$ cat config.mk
export PLATFORM = sky130hd
export DESIGN_NAME = exception_ctrl_flat
export DESIGN_NICKNAME = d
export VERILOG_FILES = /design/src/rtl/exception_ctrl_if.sv /design/src/rtl/exception_ctrl.sv /design/src/flat_wrapper.sv
export SDC_FILE = /design/constraint.sdc
export NUM_CORES = 1
export LEC_CHECK = 0
export ABC_CLOCK_PERIOD_IN_PS = 5250
export BUFFER_PORTS_ARGS = -buffer_cell sky130_fd_sc_hd__buf_4
export CAP_MARGIN = 0
export CELL_PAD_IN_SITES_DETAIL_PLACEMENT = 0
export CELL_PAD_IN_SITES_GLOBAL_PLACEMENT = 1
export CORE_MARGIN = 3
export CORE_UTILIZATION = 35
export CTS_BUF_LIST = sky130_fd_sc_hd__clkbuf_2
export DETAILED_ROUTE_END_ITERATION = 10
export GPL_TIMING_DRIVEN = 0
export HOLD_SLACK_MARGIN = 0.02
export PLACE_DENSITY = 0.84
export SLEW_MARGIN = 20
export SYNTH_ARGS = -nofsm -noshare
export SYNTH_HDL_FRONTEND = slang
export SYNTH_SLANG_ARGS = --single-unit
$ cat constraint.sdc
create_clock -name clk -period 5.25 [get_ports clk]
set_clock_uncertainty 0.15 [all_clocks]
set_input_delay 1.05 -clock clk [delete_from_list [all_inputs] [get_ports clk]]
set_output_delay 1.05 -clock clk [all_outputs]
set_load 0.02 [all_outputs]
$ cat src/rtl/exception_ctrl_if.sv
// MEM-stage exception controller bus: pipeline/CP0 inputs and commit/redirect outputs.
interface exception_ctrl_if #(
  parameter int unsigned HW_INT = 6
) ();
  logic              validM;
  logic              stallM;
  logic [31:0]       pcM;
  logic              in_dslotM;
  logic [7:0]        exc_vecM;
  logic [31:0]       aluoutM;
  logic [31:0]       cp0_status;
  logic [31:0]       cp0_cause;
  logic [31:0]       cp0_epc;
  logic [HW_INT-1:0] hw_int;

  logic              exc_valid;
  logic              is_eret;
  logic [4:0]        exc_code;
  logic              exc_bd;
  logic [31:0]       epc_o;
  logic [31:0]       bad_addr;
  logic              bad_addr_we;
  logic              flush;
  logic [31:0]       newpc;
  logic              busy;

  modport master (
    output validM, stallM, pcM, in_dslotM, exc_vecM, aluoutM,
           cp0_status, cp0_cause, cp0_epc, hw_int,
    input  exc_valid, is_eret, exc_code, exc_bd, epc_o, bad_addr,
           bad_addr_we, flush, newpc, busy
  );

  modport slave (
    input  validM, stallM, pcM, in_dslotM, exc_vecM, aluoutM,
           cp0_status, cp0_cause, cp0_epc, hw_int,
    output exc_valid, is_eret, exc_code, exc_bd, epc_o, bad_addr,
           bad_addr_we, flush, newpc, busy
  );
endinterface

$ cat src/rtl/exception_ctrl.sv
// MEM-stage exception/interrupt controller: prioritises sources, commits to CP0,
// and holds a pipeline flush with PC redirect for FLUSH_CYCLES cycles.
module exception_ctrl #(
  parameter int unsigned HW_INT       = 6,
  parameter int unsigned FLUSH_CYCLES = 1,
  parameter logic [31:0] EXC_VECTOR   = 32'hBFC00380
) (
  input  logic             clk,
  input  logic             rst,
  exception_ctrl_if.slave  bus
);

  localparam int unsigned CNT_W = 3;

  typedef enum logic {IDLE, FLUSH} state_t;

  state_t            state_q, state_d;
  logic [CNT_W-1:0]  cnt_q, cnt_d;
  logic [HW_INT-1:0] sync1_q, sync2_q;

  logic [7:0]  ip;
  logic        int_req;
  logic        adel_fetch;
  logic        any_src;
  logic        commit;
  logic        take_eret;
  logic [4:0]  code_c;
  logic [31:0] bad_c;
  logic        bad_we_c;
  logic [31:0] epc_c;
  logic        unused_bits;

  assign unused_bits = ^{bus.cp0_status[31:16], bus.cp0_status[7:2],
                         bus.cp0_cause[31:10], bus.cp0_cause[7:0]};

  // Two-flop synchroniser for the asynchronous interrupt lines.
  always_ff @(posedge clk) begin
    if (rst) begin
      sync1_q <= '0;
      sync2_q <= '0;
    end else begin
      sync1_q <= bus.hw_int;
      sync2_q <= sync1_q;
    end
  end

  // Source prioritisation and commit decision.
  always_comb begin
    ip         = {6'(sync2_q), bus.cp0_cause[9:8]};
    int_req    = (|(ip & bus.cp0_status[15:8])) & bus.cp0_status[0] & ~bus.cp0_status[1];
    adel_fetch = (|bus.pcM[1:0]) | bus.exc_vecM[7];
    any_src    = int_req | adel_fetch | (|bus.exc_vecM);
    commit     = (state_q == IDLE) & bus.validM & ~bus.stallM & any_src;
    take_eret  = 1'b0;
    code_c     = 5'h00;
    bad_c      = 32'h0;
    bad_we_c   = 1'b0;
    epc_c      = bus.in_dslotM ? (bus.pcM - 32'd4) : bus.pcM;
    if (int_req) begin
      code_c = 5'h00;
    end else if (adel_fetch) begin
      code_c   = 5'h04;
      bad_c    = bus.pcM;
      bad_we_c = 1'b1;
    end else if (bus.exc_vecM[3]) begin
      code_c = 5'h0a;
    end else if (bus.exc_vecM[4]) begin
      code_c = 5'h0c;
    end else if (bus.exc_vecM[1]) begin
      code_c = 5'h08;
    end else if (bus.exc_vecM[2]) begin
      code_c = 5'h09;
    end else if (bus.exc_vecM[5]) begin
      code_c   = 5'h04;
      bad_c    = bus.aluoutM;
      bad_we_c = 1'b1;
    end else if (bus.exc_vecM[6]) begin
      code_c   = 5'h05;
      bad_c    = bus.aluoutM;
      bad_we_c = 1'b1;
    end else begin
      take_eret = bus.exc_vecM[0];
    end
  end

  // Flush FSM next-state: stay in FLUSH until the hold counter expires.
  always_comb begin
    state_d = state_q;
    cnt_d   = cnt_q;
    case (state_q)
      IDLE: begin
        if (commit) begin
          state_d = FLUSH;
          cnt_d   = CNT_W'(FLUSH_CYCLES - 1);
        end
      end
      FLUSH: begin
        if (cnt_q == '0) begin
          state_d = IDLE;
        end else begin
          cnt_d = cnt_q - CNT_W'(1);
        end
      end
      default: state_d = IDLE;
    endcase
  end

  // FSM state register and registered commit/redirect outputs.
  always_ff @(posedge clk) begin
    if (rst) begin
      state_q         <= IDLE;
      cnt_q           <= '0;
      bus.exc_valid   <= 1'b0;
      bus.is_eret     <= 1'b0;
      bus.exc_code    <= 5'h0;
      bus.exc_bd      <= 1'b0;
      bus.epc_o       <= 32'h0;
      bus.bad_addr    <= 32'h0;
      bus.bad_addr_we <= 1'b0;
      bus.flush       <= 1'b0;
      bus.newpc       <= 32'h0;
      bus.busy        <= 1'b0;
    end else begin
      state_q         <= state_d;
      cnt_q           <= cnt_d;
      bus.exc_valid   <= commit & ~take_eret;
      bus.is_eret     <= commit & take_eret;
      bus.bad_addr_we <= commit & ~take_eret & bad_we_c;
      bus.flush       <= (state_d == FLUSH);
      bus.busy        <= (state_d == FLUSH);
      if (commit & ~take_eret) begin
        bus.exc_code <= code_c;
        bus.exc_bd   <= bus.in_dslotM;
        bus.epc_o    <= epc_c;
        bus.bad_addr <= bad_c;
      end
      if (commit) begin
        bus.newpc <= take_eret ? bus.cp0_epc : EXC_VECTOR;
      end
    end
  end

endmodule

$ cat src/flat_wrapper.sv
// flat-port wrapper written by rule: the top's interface ports become plain ports
module exception_ctrl_flat 
#(
  parameter int unsigned HW_INT       = 6,
  parameter int unsigned FLUSH_CYCLES = 1,
  parameter logic [31:0] EXC_VECTOR   = 32'hBFC00380
)
  (clk, rst, bus_validM, bus_stallM, bus_pcM, bus_in_dslotM, bus_exc_vecM, bus_aluoutM, bus_cp0_status, bus_cp0_cause, bus_cp0_epc, bus_hw_int, bus_exc_valid, bus_is_eret, bus_exc_code, bus_exc_bd, bus_epc_o, bus_bad_addr, bus_bad_addr_we, bus_flush, bus_newpc, bus_busy);
  exception_ctrl_if #(.HW_INT(HW_INT)) bus_i ();
  input  logic clk;
  input  logic rst;
  input wire logic [$bits(bus_i.validM)-1:0] bus_validM;
  input wire logic [$bits(bus_i.stallM)-1:0] bus_stallM;
  input wire logic [$bits(bus_i.pcM)-1:0] bus_pcM;
  input wire logic [$bits(bus_i.in_dslotM)-1:0] bus_in_dslotM;
  input wire logic [$bits(bus_i.exc_vecM)-1:0] bus_exc_vecM;
  input wire logic [$bits(bus_i.aluoutM)-1:0] bus_aluoutM;
  input wire logic [$bits(bus_i.cp0_status)-1:0] bus_cp0_status;
  input wire logic [$bits(bus_i.cp0_cause)-1:0] bus_cp0_cause;
  input wire logic [$bits(bus_i.cp0_epc)-1:0] bus_cp0_epc;
  input wire logic [$bits(bus_i.hw_int)-1:0] bus_hw_int;
  output wire logic [$bits(bus_i.exc_valid)-1:0] bus_exc_valid;
  output wire logic [$bits(bus_i.is_eret)-1:0] bus_is_eret;
  output wire logic [$bits(bus_i.exc_code)-1:0] bus_exc_code;
  output wire logic [$bits(bus_i.exc_bd)-1:0] bus_exc_bd;
  output wire logic [$bits(bus_i.epc_o)-1:0] bus_epc_o;
  output wire logic [$bits(bus_i.bad_addr)-1:0] bus_bad_addr;
  output wire logic [$bits(bus_i.bad_addr_we)-1:0] bus_bad_addr_we;
  output wire logic [$bits(bus_i.flush)-1:0] bus_flush;
  output wire logic [$bits(bus_i.newpc)-1:0] bus_newpc;
  output wire logic [$bits(bus_i.busy)-1:0] bus_busy;
  assign bus_i.validM = bus_validM;
  assign bus_i.stallM = bus_stallM;
  assign bus_i.pcM = bus_pcM;
  assign bus_i.in_dslotM = bus_in_dslotM;
  assign bus_i.exc_vecM = bus_exc_vecM;
  assign bus_i.aluoutM = bus_aluoutM;
  assign bus_i.cp0_status = bus_cp0_status;
  assign bus_i.cp0_cause = bus_cp0_cause;
  assign bus_i.cp0_epc = bus_cp0_epc;
  assign bus_i.hw_int = bus_hw_int;
  assign bus_exc_valid = bus_i.exc_valid;
  assign bus_is_eret = bus_i.is_eret;
  assign bus_exc_code = bus_i.exc_code;
  assign bus_exc_bd = bus_i.exc_bd;
  assign bus_epc_o = bus_i.epc_o;
  assign bus_bad_addr = bus_i.bad_addr;
  assign bus_bad_addr_we = bus_i.bad_addr_we;
  assign bus_flush = bus_i.flush;
  assign bus_newpc = bus_i.newpc;
  assign bus_busy = bus_i.busy;
  exception_ctrl #(.HW_INT(HW_INT), .FLUSH_CYCLES(FLUSH_CYCLES), .EXC_VECTOR(EXC_VECTOR)) u_core (.clk(clk), .rst(rst), .bus(bus_i));
endmodule
==> metrics.md, run 1 <==
| Metric | Value |
|---|---|
| Outcome | finished, final reports clean |
| Die span in y | 130 um |
| Clk buf depth | 2 |
| Area delta synth->final | 41.3% |
| Top area cells in the synthesized netlist | dfxtp_1, nand2_1, a21oi_1 |
| Antenna violations before repair | 1 |
| Std cell rows | between 40 and 50 |
| Worst-path maximum fanout | 10 |
| Die footprint | 0.0169 sq mm |
| Post CTS Setup Buffer Count | 0 |
| Top-count cell post-synth | dfxtp_1 |
| Crit path capture type | flop |
| Fin cells | about 1100 |
| First-pass GRT wire length | 28200 um |
| Post-Syn Area per Cell | 8.22 sq um |
| Metal2 WL | 8630 um |
| Element type at the critical path start | input pin |
| Top sig layer | met4 |
| Final-report setup violation count | 0 |
| Final Cycle Share | 57.1% |
| Final setup margin | between 2000 and 2500 ps |
| Synthesized instance count | around 660 |
| CP Class | input pin to flop |
| Post-synthesis sequential area ratio | 44.5% |
| Metal1 wirelength | 7850 um |
| Starting DRC count in detailed routing | approximately 310 |
| Port bufs | approximately 230 |
| Worst rel slew slack | 30.5% |
| CTS tree | done |
| Htree depth | 4 |
| Clk Latency, worst-skew pair | about 660 ps |
| Place WS | 1410 ps |
| Synth area leader | dfxtp_1 |
| Clk slew on worst S/H paths | 200 ps |
| Drt pass-1 iters | 5 |
| Pwr Density | 263 mW/mm^2 |
| EDFF count, synth | 0 |
| # hold bufs at CTS | 0 |
| Max-slew violations | 0 |
| Post-synthesis cell type count | 52 |
| Final min period | 3000 ps |
| R2R depth | 7 |
| CTS root buf | clkbuf_2 |
| Max Clk Rate | around 330 MHz |
| Worst VDD drop | 0.000227 V |
| Synthesized area | around 0.0054 sq mm |
| Top-area cell type share of the netlist area | roughly 45% |
| Core Box Area | 0.0148 sq mm |
| Hold Path Cell Cnt | 1 |
| Class of the worst hold path | flop to flop |
| Max-cap viol count | 0 |
| Drt total wl | 18500 um |
| Sw Pwr | 0.613 mW |
| Fraction of registers with async set/reset | 0% |
| Fraction of layout cells with a size suffix above 1 | 32.6% |
| Final hold viol count | 0 |
| Metal3 WL | 1800 um |
| # fillers | around 1500 |
| Placed Cells | roughly 1100 |
| Slew @ Worst Pin | 1030 ps |
| Post-CTS resize count | 0 |
| Wire length per cell | 16.8 um |
| RePlAce Congestion | approximately 0.84 |
| Arr. time, crit path | 3450 ps |
| CTS buffer count | 17 |
| Switching part of the total | 30.6% |
| Routed Antenna Nets | 0 |
| Ys flop type | dfxtp_1 |
| Worst EP required | 5700 ps |
| Die W | 130 um |
| Register bit count reported by yosys | 120 |
| HPWL after detailed placement | between 10000 and 15000 um |
| Unrepaired setup endpoints after global routing | false |
| Routed vias/inst | 5.09 |
| P_leak | 3.13 nW |
| Pint | 1.39 mW |
| Sequential power share | 48.6% |
| NumNets Final | 1086 |
| Vias in the first global route | 5290 |
| YS warnings | 0 |
| Final setup TNS | 0 ps |
| Ports | 286 |
| Combinational fraction of design power | 19.0% |
| DRC errors left | 0 |
| Largest net degree at the start of global routing | 17 |
| GRT Util Overall | 21.4% |
| Clock sinks | 120 |
| Syn Nets | 838 |
| Vias after detailed routing | 5610 |
| Initial core utilization | approximately 36% |
| Clock power share | between 30% and 40% |
| Total congestion overflow | 0 |
| Top cells by count, synth | dfxtp_1, nand2_1, nor2_1 |
final timing paths:
path              slack (ps)         startpoint                       to
setup / recovery        2250         bus_pcM[0]  u_core.bus.bad_addr[22]
hold / removal           310  u_core.sync1_q[2]        u_core.sync2_q[2]
setup reg to reg        2550  u_core.sync2_q[0]  u_core.bus.bad_addr[22]
hold reg to reg          310  u_core.sync1_q[2]        u_core.sync2_q[2]
final cells by class:
cell class                 instances  area, sq um  share of cell area [%]
tap                              184          230                    3.02
timing repair buffer             229         1720                    22.6
clock inverter                    14          175                    2.30
inverter                           6         22.5                   0.296
antenna                            1         2.50                  0.0328
sequential                       120         2400                    31.5
clock buffer                      18         90.1                    1.18
multi-input combinational        474         2710                    35.5
buffer                            56          269                    3.53
metal layers:
metal | GRT usage, % | vias up
li1 | - | 2805
met1 | 26.9 | 2563
met2 | 35.1 | 231
met3 | 7.98 | 11
met4 | 4.95 | 0
met5 | 0 | -
critical path: stages:
cell	delay (ps)
buf_4	130
nor3_1	840
nand3_1	200
o21ai_1	550
clkbuf_1	430
nand2_1	100
a21oi_1	140
placed cells by master (no fill, tap or decap), drive strengths merged, types with 2 or more instances in the layout:
master	n
a41o	2
buf	240
nor4	13
clkbuf	63
o22ai	12
xor2	6
or4	5
or3	4
inv	7
ha	3
a21oi	75
clkinv	7
o41ai	2
a22o	4
nor3	12
a22oi	20
nand3	9
xnor2	22
nand2	106
a211oi	28
clkinvlp	3
nor3b	2
dfxtp	120
nor2b	13
bufinv	3
nand4	34
o21ai	2
or3b	2
a31oi	3
nand2b	2
nor2	85
stage by stage:
step | area, sq um | power, mW | hold slack, ps | utilization (%)
2_1_floorplan | 5390 | 1.18 | 264 | -
3_3_place_gp | 7340 | 1.37 | 267 | 49.6
3_5_place_dp | 7340 | 1.37 | 270 | 49.6
4_1_cts | 7610 | 2.03 | 304 | 51.4
5_1_grt | 7620 | 2.11 | 312 | 51.4
6_report | 7620 | 2.00 | 309 | 51.4
flip-flops by register name, summed over array words and instances, names as in the netlist, 3 cells and up:
name / cells
u_core.bus.bad_addr: 32
u_core.bus.epc_o: 32
u_core.bus.newpc: 32
u_core.sync1_q: 6
u_core.sync2_q: 6
u_core.bus.exc_code: 4
u_core.cnt_q: 3
power groups by stage:
stage               Sequential (mW)  Combinational, mW  Clock, mW
detailed placement            0.993              0.380          0
finish                        0.973              0.380      0.651
global route                  0.979              0.412      0.714
global placement              0.992              0.379          0
CTS                           0.974              0.381      0.671
floorplan                      1.03              0.141          0
kinds of logic after synthesis:
kind of cell	after synthesis	synth area share, %
compound gates	151	18.1
xor+xnor	28	4.55
fa+ha+maj	3	0.696
buf+inv	62	5.41
flops	120	44.5
mux	1	0.186
other cells	1	0.0695
simple gates	290	26.5
Note: power is estimated with default switching activity, not from simulation.
==> inputs of run 2 (changes only) <==
--- a/config.mk
+++ b/config.mk
@@ -5,18 +5,19 @@
 export SDC_FILE = /design/constraint.sdc
 export NUM_CORES = 1
 export LEC_CHECK = 0
-export ABC_CLOCK_PERIOD_IN_PS = 5250
+export ABC_AREA = 1
+export ABC_CLOCK_PERIOD_IN_PS = 3000
 export BUFFER_PORTS_ARGS = -buffer_cell sky130_fd_sc_hd__buf_4
 export CAP_MARGIN = 0
 export CELL_PAD_IN_SITES_DETAIL_PLACEMENT = 0
 export CELL_PAD_IN_SITES_GLOBAL_PLACEMENT = 1
 export CORE_MARGIN = 3
-export CORE_UTILIZATION = 35
+export CORE_UTILIZATION = 32
 export CTS_BUF_LIST = sky130_fd_sc_hd__clkbuf_2
 export DETAILED_ROUTE_END_ITERATION = 10
 export GPL_TIMING_DRIVEN = 0
 export HOLD_SLACK_MARGIN = 0.02
-export PLACE_DENSITY = 0.84
+export PLACE_DENSITY = 0.79
 export SLEW_MARGIN = 20
 export SYNTH_ARGS = -nofsm -noshare
 export SYNTH_HDL_FRONTEND = slang
==> constraint.sdc (replaced) <==
create_clock -name clk -period 3 [get_ports clk]
set_clock_uncertainty 0.15 [all_clocks]
set_input_delay 0.6 -clock clk [delete_from_list [all_inputs] [get_ports clk]]
set_output_delay 0.6 -clock clk [all_outputs]
set_load 0.02 [all_outputs]
==> run 2 against run 1 <==
Against the previous run: utilization fell by 3.9 points; design area rose by 17%; via count rose by 22%; sequential cell count did not move; hold slack got worse by 200 ps; critical path depth rose by 4; total power rose by 83%; largest cell class unchanged.
==> metrics.md, run 2 <==
| Metric | Value |
|---|---|
| Worst-path maximum fanout | 10 |
| Post-synthesis sequential area ratio | 38.9% |
| Wire length per cell | 14.0 um |
| Routed vias/inst | 4.37 |
| Core Box Area | 0.0188 sq mm |
| Worst VDD drop | 0.000205 V |
| Clock sinks | 120 |
| NumNets Final | 1482 |
| Vias in the first global route | 6229 |
| Ports | 286 |
| Final setup TNS | 0 ps |
| Post CTS Setup Buffer Count | 0 |
| Starting DRC count in detailed routing | 318 |
| Worst rel slew slack | slightly above 60% |
| Class of the worst hold path | input pin to flop |
| EDFF count, synth | 0 |
| CP Class | input pin to flop |
| Max-cap viol count | 0 |
| CTS tree | done |
| Synthesized area | 0.00617 sq mm |
| Syn Nets | 1185 |
| First-pass GRT wire length | roughly 33000 um |
| RePlAce Congestion | 0.871 |
| Placed Cells | 1494 |
| Top area cells in the synthesized netlist | dfxtp_1, nand2_1, nor2_1 |
| Slowest Stage Delay on Critical Path | ~550 ps |
| Worst path bufs/invs | 5 |
| Post-synthesis cell type count | 26 |
| Register bit count reported by yosys | 120 |
| Top cells by count, synth | nand2_1, nor2_1, inv_1 |
| Drt pass-1 iters | 5 |
| Synth area leader | dfxtp_1 |
| Fin cells | 1574 |
| Most frequent cells in the layout | nand2_1, buf_4, nor2_1 |
| Final hold viol count | 0 |
| Biggest regs | u_core.bus.bad_addr: 32 flops, u_core.bus.epc_o: 32 flops, u_core.bus.newpc: 32 flops |
| Top sig layer | met4 |
| Drt total wl | roughly 22000 um |
| Arr. time, crit path | 2760 ps |
| Die span in y | between 100 and 150 um |
| # fillers | 2026 |
| Port bufs | 231 |
| Unrepaired setup endpoints after global routing | false |
| Top-area cell type share of the netlist area | 38.9% |
| Ys flop type | dfxtp_1 |
| Delay-heaviest family, CP | buffers and inverters |
| Element type at the critical path start | input pin |
| Commonest non-fill, non-tap cell in the layout | nand2_1 |
| Post-CTS resize count | 0 |
| Outcome | finished, final reports clean |
| Final-report setup violation count | 0 |
| Crit path capture type | flop |
| Clk Latency, worst-skew pair | 690 ps |
| Die W | 145 um |
| Slowest-stage cell, CP | dlygate4sd3_1 |
| Die footprint | 0.0210 sq mm |
| Vias after detailed routing | 6871 |
| Post-Syn Area per Cell | approximately 6.2 sq um |
| P_leak | 4.75 nW |
| Final Cycle Share | 77.2% |
| Largest net degree at the start of global routing | 17 |
| Clk slew on worst S/H paths | 180 ps |
| Final min period | 2320 ps |
| Fraction of registers with async set/reset | 0% |
| CTS root buf | clkbuf_2 |
| Max-slew violations | 0 |
| Metal3 WL | 1240 um |
| Slew @ Worst Pin | 567 ps |
| GRT Util Overall | 20.3% |
| Worst-path cell chain | dlygate4sd3_1 -> buf_4 -> nor2_1 -> nand2_1 -> inv_2 -> nand3_1 -> nand3_2 -> buf_6 -> buf_4 -> a21oi_1 -> nor2_1 |
| HPWL after detailed placement | around 17000 um |
| Initial core utilization | 32.8% |
| Metal2 WL | 10400 um |
| YS warnings | 0 |
| Antenna violations before repair | 1 |
| Fraction of layout cells with a size suffix above 1 | 23.6% |
| Max Clk Rate | 432 MHz |
| Worst EP required | 3440 ps |
| Pwr Density | 410 mW/mm^2 |
| Synthesized instance count | 1003 |
| Routed Antenna Nets | 0 |
| Total congestion overflow | 0 |
| Area delta synth->final | 44.9% |
| DRC errors left | 0 |
| CTS buffer count | 17 |
| Std cell rows | 50 |
| Clk buf depth | 2 |
| Top-count cell post-synth | nand2_1 |
| Metal1 wirelength | 9960 um |
| Htree depth | 4 |
[run 2: tightest hold or removal path: cells and delay by family]
| kind | cells | cell delay [ps] |
|---|---|---|
| buffers and inverters | 1 | 130 |
| AND/OR/NAND/NOR | 2 | 130 |
| AO/OA/AOI/OAI | 1 | 50 |
[run 2: repair_timing]
item / in CTS / in global routing
setup endpoints to repair: 0 / 0
hold endpoints to repair: 47 / 0
hold buffers: 47 / 0
[run 2: cells by family after synthesis]
family,share of synthesized area [%]
XOR/XNOR,1.42
buffers and inverters,12.9
AO/OA/AOI/OAI,6.22
flip-flops,38.9
AND/OR/NAND/NOR,39.8
other,0.0607
adder cells (fa/ha/maj),0.608
[run 2: worst paths after layout]
check / end / slack, ps / cells after the start / startpoint
setup / recovery: u_core.bus.epc_o[21] / 680 / 11 / bus_pcM[0]
hold / removal: u_core.bus.epc_o[10] / 100 / 4 / bus_pcM[10]
setup reg to reg: u_core.bus.epc_o[21] / 920 / 11 / u_core.sync2_q[1]
hold reg to reg: u_core.sync2_q[3] / 260 / 2 / u_core.sync1_q[3]
[run 2: layout make-up]
cell class / instances / area (sq um) / share of cell area (%)
clock buffer: 18 / 90.1 / 1.01
tap: 260 / 325 / 3.64
sequential: 120 / 2400 / 26.9
antenna: 1 / 2.50 / 0.0280
inverter: 140 / 526 / 5.87
multi-input combinational: 690 / 2970 / 33.2
timing repair buffer: 278 / 2200 / 24.6
clock inverter: 14 / 149 / 1.66
buffer: 53 / 273 / 3.05
[run 2: per-layer routing]
layer	GRT usage, %	vias up
met1	27.3	3004
li1	-	3653
met5	0	-
met3	4.77	23
met2	32.9	191
met4	5.25	0
[run 2: through the flow]
stage	setup WS [ps]	power (mW)	area, sq um	hold slack [ps]	utilization, %
2_1_floorplan	1030	2.19	6170	238	-
3_3_place_gp	440	2.58	8230	239	43.7
3_5_place_dp	443	2.59	8230	242	43.7
4_1_cts	724	3.74	8940	23.5	47.5
5_1_grt	652	3.90	8940	49.2	47.5
6_report	684	3.67	8940	104	47.5
[run 2: power breakdown]
part	internal, mW	switching, mW	leakage, nW	total (mW)
clock network	0.392	0.680	0.141	1.07
logic	0.385	0.480	3.62	0.865
registers	1.69	0.0473	0.986	1.73
==> inputs of run 3 (changes only) <==
--- a/config.mk
+++ b/config.mk
@@ -6,7 +6,7 @@
 export NUM_CORES = 1
 export LEC_CHECK = 0
 export ABC_AREA = 1
-export ABC_CLOCK_PERIOD_IN_PS = 3000
+export ABC_CLOCK_PERIOD_IN_PS = 2400
 export BUFFER_PORTS_ARGS = -buffer_cell sky130_fd_sc_hd__buf_4
 export CAP_MARGIN = 0
 export CELL_PAD_IN_SITES_DETAIL_PLACEMENT = 0
==> constraint.sdc (replaced) <==
create_clock -name clk -period 2.4 [get_ports clk]
set_clock_uncertainty 0.15 [all_clocks]
set_input_delay 0.48 -clock clk [delete_from_list [all_inputs] [get_ports clk]]
set_output_delay 0.48 -clock clk [all_outputs]
set_load 0.02 [all_outputs]
==> run 3 against run 2 <==
Against the previous run: sequential power rose by 25%; critical path depth did not move; first-iteration DRC count rose by 13%; global-route usage rose by 0.62 points; total power rose by 27%; via count rose by 4.0%; critical endpoint is now u_core.bus.epc_o[10]; largest power group unchanged; cell count rose by 4.3%; setup slack got worse by 620 ps; die area did not move; combinational power rose by 35%; sequential cell count did not move; utilization rose by 3.6 points.
==> metrics.md, run 3 (synthesis results as in run 2) <==
| Metric | Value |
|---|---|
| Worst VDD drop | ~0.00026 V |
| Power, Total | approximately 4.7 mW |
| Fraction of layout cells with a size suffix above 1 | 22.8% |
| Routed Antenna Nets | 0 |
| Critical Path Stages | 11 |
| Die footprint | 0.0210 sq mm |
| CTS buffer count | 17 |
| Total congestion overflow | 0 |
| Largest net degree at the start of global routing | 17 |
| R2r endpoint | u_core.bus.bad_addr[3] |
| Max Clk Rate | about 430 MHz |
| Starting DRC count in detailed routing | 359 |
| Die W | 145 um |
| Ports | 286 |
| R2r startpoint | u_core.sync2_q[1] |
| Sequential power share | 46.3% |
| Slowest Stage Delay on Critical Path | around 570 ps |
| Clk slew on worst S/H paths | around 200 ps |
| Routed vias/inst | between 4 and 5 |
| Sw Pwr | 1.53 mW |
| Worst path bufs/invs | 4 |
| Commonest non-fill, non-tap cell in the layout | nand2_1 |
| Worst-path cell chain | dlygate4sd3_1 -> buf_4 -> inv_1 -> ha_1 -> nand2_1 -> nand3b_1 -> nor3_2 -> nand2_1 -> dlygate4sd3_1 -> a21oi_1 -> nor2_1 |
| Clk buf depth | 2 |
| Hold path endpoint | u_core.bus.exc_valid |
| Class of the worst hold path | input pin to flop |
| P_leak | roughly 5 nW |
| HP Start | bus_stallM |
| Std cell rows | 50 |
| CTS root buf | clkbuf_2 |
| Htree depth | 4 |
| Switching part of the total | between 30% and 40% |
| Clk Latency, worst-skew pair | 690 ps |
| Antenna violations before repair | 1 |
| Delay-heaviest family, CP | buffers and inverters |
| Hold Path Cell Cnt | 4 |
| Vias in the first global route | 6519 |
| Vias after detailed routing | roughly 7100 |
| Pint | between 3 and 4 mW |
| Core Box Area | 0.0188 sq mm |
| Final min period | 2340 ps |
| Max-slew violations | 0 |
| RePlAce Congestion | 0.871 |
| GRT Util Overall | around a fifth |
| Port bufs | 231 |
| Clock sinks | 120 |
| NumNets Final | 1549 |
| Fin cells | 1641 |
| Outcome | finished, final reports clean |
| Worst rel slew slack | 61.6% |
| Final Cycle Share | a little over nine tenths |
| Slowest-stage cell, CP | dlygate4sd3_1 |
| Pwr Density | 486 mW/mm^2 |
| CP Class | input pin to flop |
| Arr. time, crit path | 2790 ps |
| Area delta synth->final | 55.9% |
| Element type at the critical path start | input pin |
| Slew @ Worst Pin | 575 ps |
| First-pass GRT wire length | 33900 um |
| Max-cap viol count | 0 |
| R2R depth | 12 |
| Worst EP required | 2860 ps |
| DRC errors left | 0 |
| Die span in y | 145 um |
| Combinational fraction of design power | 25.0% |
| Final-report setup violation count | 0 |
| Most frequent cells in the layout | nand2_1, buf_4, nor2_1 |
| # fillers | between 1500 and 2000 |
| Unrepaired setup endpoints after global routing | true |
| Final hold viol count | 0 |
| Placed Cells | about 1500 |
| Initial core utilization | between 30% and 40% |
| HPWL after detailed placement | 16800 um |
| FF-to-FF setup slack | 190 ps |
| Drt total wl | 22700 um |
| Crit path capture type | flop |
| Worst-path maximum fanout | 3 |
| CTS tree | done |
| Biggest regs | u_core.bus.bad_addr: 32 flops, u_core.bus.epc_o: 32 flops, u_core.bus.newpc: 32 flops |
| Clock power share | 28.7% |
| Drt pass-1 iters | 5 |
| Wire length per cell | 13.8 um |
## run 3: changes by cell type in the layout (fill, tap and decap cells not counted), sizes merged
cell         previous run  this run
dlygate4sd3            47       112
buf                   265       267
## run 3: worst max path at each step
stage	startpoint	to	slack (ps)
floorplan	bus_pcM[2]	u_core.bus.epc_o[30]	550
global placement	bus_pcM[2]	u_core.bus.epc_o[22]	-40
detailed placement	bus_pcM[2]	u_core.bus.epc_o[22]	-40
CTS	bus_pcM[2]	u_core.bus.epc_o[10]	120
global route	bus_pcM[2]	u_core.bus.epc_o[10]	-30
finish	bus_pcM[2]	u_core.bus.epc_o[10]	60
## run 3: cell type report
cell class              count  area, sq um  share of cell area, %
plain buffers              53          277                   2.87
multi-input cells         690         2980                   31.0
clock inverters            14          149                   1.55
repair buffers            345         2870                   29.8
clock buffers              18         90.1                  0.936
inverters                 140          526                   5.46
well taps                 260          325                   3.38
diodes                      1         2.50                 0.0260
flip-flops and latches    120         2400                   25.0
## run 3: through the flow
step / setup WS (ps) / utilization [%] / instance area, sq um / hold WS, ps / setup TNS, ps
floorplan: 551 / - / 6170 / 238 / 0
global placement: -39.5 / 43.7 / 8230 / 239 / -39.9
detailed placement: -37.0 / 43.7 / 8230 / 242 / -37.0
CTS: 117 / 50.9 / 9590 / 24.5 / 0
global route: -31.4 / 51.1 / 9620 / 33.7 / -31.4
finish: 63.3 / 51.1 / 9620 / 111 / 0
## run 3: power by group through the flow
stage	clock, mW	combinational, mW	sequential (mW)
6_report	1.34	1.17	2.17
5_1_grt	1.49	1.29	2.18
4_1_cts	1.41	1.17	2.17
3_5_place_dp	0	1.02	2.21
3_3_place_gp	0	1.02	2.21
2_1_floorplan	0	0.418	2.32
## run 3: routing by layer
layer  routed length, um  track usage (%)  share of wire [%]  up-vias
met1               10200             27.5                 45     3164
met2               11000             34.7                 48      175
li1                    -                -                  -     3787
met4                 330             5.45                1.5        0
met5                   0                0                  0        -
met3                1160             4.67                5.1       21
## run 3: worst register-to-register path, cell delays in order, from the launching register on
cell	delay, ps
dfxtp_1	360
nand2_1	50
nand2_1	50
nor2_1	40
nand2_1	60
nand2_1	120
buf_6	180
inv_2	70
buf_2	230
a21oi_1	70
dlygate4sd3_1	560
nor2_1	130
nor2_1	60
## run 3: repair_timing
item | in CTS | in global routing
setup buffers | 0 | 2
endpoints found under the hold margin | 104 | 0
hold buffers | 112 | 0
setup endpoints to repair | 0 | 5
resized for setup | 0 | 3
